$ cat src/rtl/clint_timer_responder.sv
// rtl/clint_timer_responder.sv - bus responder for machine timer compare, mtime snapshot and MSIP
module clint_timer_responder #(
  parameter int                ADDR_W    = 5,
  parameter int                CODE_W    = 4,
  parameter logic [CODE_W-1:0] SOFT_CODE = CODE_W'(3),
  parameter logic [31:0]       CMP_RST   = 32'hFFFF_FFFF
) (
  input  logic              clk_timer,
  input  logic              rst,
  input  logic              req_valid,
  output logic              req_ready,
  input  logic              req_we,
  input  logic [ADDR_W-1:0] req_addr,
  input  logic [31:0]       req_wdata,
  output logic              resp_valid,
  input  logic              resp_ready,
  output logic [31:0]       resp_rdata,
  output logic              resp_err,
  input  logic [31:0]       mtime_low,
  input  logic [31:0]       mtime_high,
  output logic [31:0]       mtimecmp_low,
  output logic [31:0]       mtimecmp_high,
  output logic              set_mtimecmp_low,
  output logic              set_mtimecmp_high,
  output logic [CODE_W-1:0] soft_int_code
);

  typedef enum logic [1:0] {IDLE, SETUP, PULSE, RESP} state_t;

  state_t      state;
  logic        msip;
  logic        snap_v;
  logic        pend_high;
  logic [31:0] snap;

  logic is_lo, is_hi, is_cl, is_ch, is_ms, hit, err, cmp_wr;

  // Exact offset compares also reject misaligned addresses.
  assign is_lo  = (req_addr == ADDR_W'('h00));
  assign is_hi  = (req_addr == ADDR_W'('h04));
  assign is_cl  = (req_addr == ADDR_W'('h08));
  assign is_ch  = (req_addr == ADDR_W'('h0C));
  assign is_ms  = (req_addr == ADDR_W'('h10));
  assign hit    = is_lo | is_hi | is_cl | is_ch | is_ms;
  assign err    = !hit || (req_we && (is_lo || is_hi));
  assign cmp_wr = req_we && (is_cl || is_ch);

  assign req_ready     = (state == IDLE);
  assign soft_int_code = msip ? SOFT_CODE : '0;

  always_ff @(posedge clk_timer or negedge rst) begin
    if (!rst) begin
      state             <= IDLE;
      resp_valid        <= 1'b0;
      resp_rdata        <= '0;
      resp_err          <= 1'b0;
      mtimecmp_low      <= CMP_RST;
      mtimecmp_high     <= CMP_RST;
      set_mtimecmp_low  <= 1'b0;
      set_mtimecmp_high <= 1'b0;
      msip              <= 1'b0;
      snap              <= '0;
      snap_v            <= 1'b0;
      pend_high         <= 1'b0;
    end else begin
      case (state)
        IDLE: begin
          if (req_valid) begin
            if (cmp_wr) begin
              if (is_ch) mtimecmp_high <= req_wdata;
              else       mtimecmp_low  <= req_wdata;
              pend_high <= is_ch;
              state     <= SETUP;
            end else begin
              resp_valid <= 1'b1;
              resp_err   <= err;
              resp_rdata <= '0;
              state      <= RESP;
              if (!err) begin
                if (req_we) begin
                  msip <= req_wdata[0];
                end else if (is_lo) begin
                  resp_rdata <= mtime_low;
                  snap       <= mtime_high;
                  snap_v     <= 1'b1;
                end else if (is_hi) begin
                  resp_rdata <= snap_v ? snap : mtime_high;
                  snap_v     <= 1'b0;
                end else if (is_cl) begin
                  resp_rdata <= mtimecmp_low;
                end else if (is_ch) begin
                  resp_rdata <= mtimecmp_high;
                end else begin
                  resp_rdata <= {31'b0, msip};
                end
              end
            end
          end
        end
        SETUP: begin
          set_mtimecmp_high <= pend_high;
          set_mtimecmp_low  <= !pend_high;
          state             <= PULSE;
        end
        PULSE: begin
          set_mtimecmp_low  <= 1'b0;
          set_mtimecmp_high <= 1'b0;
          resp_valid        <= 1'b1;
          resp_rdata        <= '0;
          resp_err          <= 1'b0;
          state             <= RESP;
        end
        RESP: begin
          if (resp_ready) begin
            resp_valid <= 1'b0;
            resp_rdata <= '0;
            resp_err   <= 1'b0;
            state      <= IDLE;
          end
        end
        default: state <= IDLE;
      endcase
    end
  end

endmodule

$ cat config.mk
export PLATFORM = sky130hd
export DESIGN_NAME = clint_timer_responder
export DESIGN_NICKNAME = d
export VERILOG_FILES = /design/src/rtl/clint_timer_responder.sv
export SDC_FILE = /design/constraint.sdc
export NUM_CORES = 1
export LEC_CHECK = 0
export BUFFER_PORTS_ARGS = -buffer_cell sky130_fd_sc_hd__buf_2
export CORE_MARGIN = 1
export CORE_UTILIZATION = 55
export DETAILED_ROUTE_END_ITERATION = 7
export PLACE_DENSITY = 0.85
export SYNTH_ARGS = -nofsm -noshare
export SYNTH_HDL_FRONTEND = slang
export SYNTH_SLANG_ARGS = --single-unit
$ cat constraint.sdc
create_clock -name clk_timer -period 3.5 [get_ports clk_timer]
set_clock_uncertainty 0.05 [all_clocks]
set_input_delay 0.175 -clock clk_timer [delete_from_list [all_inputs] [get_ports clk_timer]]
set_output_delay 0.175 -clock clk_timer [all_outputs]
set_load 0.02 [all_outputs]
==> metrics <==
number of pins exceeding their max-slew limit in the final report=0; status=finished, violations left; worst hold path endpoint=resp_rdata[9]; hold path startpoint=mtime_low[9]; Post-Place Cells=803; final-report setup violation count=0; worst path bufs/invs=1; GRT Util Overall=33.2%; Worst Max-Slew Pin Slew=1140 ps; type of the worst min-delay path=in -> reg; category of the most critical setup path=reg -> reg; Via density=5.94; largest buffer count on any clock path=2; startpoint of the lowest-slack register-to-register path=state[1]; EDFF count, synth=0; slowest cell delay on critical path=630 ps; Clock Sinks=137; worst-case register-to-register setup slack=830 ps; clock-pin slew on the worst setup and hold paths=60 ps; length of the first detailed-routing pass in iterations=7; relative slew slack=23.8%; cell row count=39; number of stages on the worst hold path=3; commonest non-fill, non-tap cells in the layout=sky130_fd_sc_hd__buf_2 (207), sky130_fd_sc_hd__mux2_2 (112), sky130_fd_sc_hd__dlygate4sd3_1 (87); Synth Register Bits=137; Cell Count, Final, Fillers Out=923; cell type group with the largest total delay on the critical path=simple AND/OR/NAND/NOR gates; half-perimeter wire length after detailed placement=11.3 mm; insertion delay to the later sink of the worst-skew pair=420 ps; global-route wire length before repair=31.4 mm; proportion of synthesized chip area in sequential cells=52.9%; antenna violation net count after detailed routing=0; H-tree lvl count=4; Residual DRC=14; data arrival time of the critical path=2960 ps; fraction of registers with async set or reset after synthesis=100%; count of final hold-check violations=0; share of power burned in combinational logic=23.9%; cell accounting for the most synthesized area=sky130_fd_sc_hd__dfrtp_1; area of the core=11600 um2; Sum Neg Setup Slack=0 ps; worst-case reg-to-reg path depth=6; total via count in the routed design=5483; # IOs=211; cell at the slowest stage of the critical path=sky130_fd_sc_hd__nand2_2; Detailed Route WL=19.7 mm; number of antenna violations at the first check in global routing=1; most common library cell in the layout ignoring fill and taps=sky130_fd_sc_hd__buf_2; vias in the first global route=5909; port buffer count=208; clock buffers created by TritonCTS=17; count of maximum capacitance violations=0; switching power total=1.54 mW; overall die area=12500 um2; GP Congestion=0.851; starting density of the core=57.3%; design internal power=3.70 mW; critical path data required time=3800 ps; Crit Path Max Fanout=33; peak clock frequency supported by timing=0.375 GHz; switching share of power=29.4%; Synth-to-Final Area Change=39.9%; portion of total power attributed to sequential cells=38.3%; Avg WL per Cell=21.3 um; cell-by-cell trace of the critical path=inv_1 -> ha_1 -> nand2_1 -> nor3_1 -> nand2_2 -> mux2_2; maximum number of pins on one net before global-route repair=75; post-cts gate resize count=0; Crit. End Element=register; count of routing violations after the opening detailed-route iteration=393; synthesis warning total=0; Syn Area/Cell=13.9 um2; number of different library cells in the post-synthesis netlist=38; share of total power in the clock network=37.8%; CTS Root Buffer Type=sky130_fd_sc_hd__clkbuf_16; synth top area cells=sky130_fd_sc_hd__dfrtp_1 (28%), sky130_fd_sc_hd__dfstp_2 (25%), sky130_fd_sc_hd__mux2_2 (19%); Final Net Count=876; CP startpoint kind=register; die height=112 um; residual overflow from global routing=0; post-synthesis instance area=6630 um2; reg-to-reg endpoint=mtimecmp_high[5]; power density over the cells=565 nW/um2; Peak supply drop=378 uV; Cells after Synth=478; dominant synthesized flop cell=sky130_fd_sc_hd__dfrtp_1; part of the cycle the worst path needs=76.2%; clock tree from TritonCTS=yes; width of the chip=112 um; setup repair after global routing missed its margin=no; violations in the final reports=design-rule violations; layout cell share with drive strength beyond 1=59.7%; leakage component of the power=4.63 nW; minimum period implied by the final worst setup slack=2670 ps; area fraction of the dominant cell type after synthesis=27.6%
power groups by stage:
stage | registers, mW | clock network (mW) | logic (mW)
after floorplan | 2.12 | 0 | 0.636
after global placement | 2.00 | 0 | 1.11
after detailed placement | 2.01 | 0 | 1.15
after CTS | 1.99 | 2.00 | 1.23
after global routing | 2.03 | 2.08 | 1.33
final | 2.01 | 1.98 | 1.25
Yosys cell counts, drive strengths merged (3+ instances only):
master / instances
nor2: 24
dfrtp: 73
nor3: 5
buf: 18
o21ai: 11
inv: 6
a221o: 19
or3: 3
a22oi: 28
nand4: 3
dfstp: 64
o2bb2ai: 10
clkbuf: 19
nand2b: 3
mux4: 4
nand2: 6
ha: 4
a22o: 3
mux2i: 20
mux2: 141
kinds of logic after synthesis:
kind of cell	after synthesis	share of synthesized area, %
compound gates	77	9.28
fa+ha+maj	4	0.755
buf+inv	43	3.36
flops	137	52.9
mux	165	30.0
other cells	1	0.0566
simple gates	51	3.66
state kept, by name (all words and copies together), names as in the netlist:
| signal | flops |
|---|---|
| mtimecmp_high | 32 |
| set_mtimecmp_high | 1 |
| resp_err | 1 |
| state | 2 |
| snap | 32 |
| snap_v | 1 |
| resp_valid | 1 |
| set_mtimecmp_low | 1 |
| msip | 1 |
| resp_rdata | 32 |
| pend_high | 1 |
| mtimecmp_low | 32 |
layer usage:
layer	track usage (%)	part of all wire, %
met5	0	0
met3	7.13	5.5
met2	58.6	53
met4	17.9	3.7
met1	37.7	37
area by class of cell:
cell class                 instances  area [um2]
multi-input combinational        299        2920
inverter                           6        22.5
tap                              143         179
timing repair buffer             305        1990
sequential                       137        3510
fill                             628        2290
clock buffer                      19         453
clock inverter                    13         199
antenna                            1        2.50
tightest hold or removal path, delay by kind of cell:
kind	cells	cell delay, ps
buffers and inverters	1	80
AO/OA/AOI/OAI	2	190
timing repair:
action,CTS,global route
hold buffers,87,0
endpoints found under the hold margin,157,0
setup buffers,0,0
through the flow:
stage	setup slack (ps)	hold WS (ps)	power (mW)	util, %	cell area, um2
2_1_floorplan	1180	-171	2.76	-	6630
3_3_place_gp	695	174	3.11	67.0	7750
3_5_place_dp	632	181	3.16	67.0	7750
4_1_cts	890	4.95	5.22	80.2	9270
5_1_grt	635	29.9	5.44	80.2	9270
6_report	831	18.6	5.24	80.2	9270
worst max-delay path by stage:
stage	from	end	slack, ps	depth (start not counted)
after floorplan	state[1]	mtimecmp_low[10]	1180	6
final	state[1]	mtimecmp_high[5]	830	6
after CTS	state[1]	snap[26]	890	5
after global placement	req_addr[1]	snap[6]	690	5
after detailed placement	req_addr[1]	snap[28]	630	5
after global routing	state[1]	mtimecmp_high[21]	640	6
Note: power is estimated with default switching activity, not from simulation.
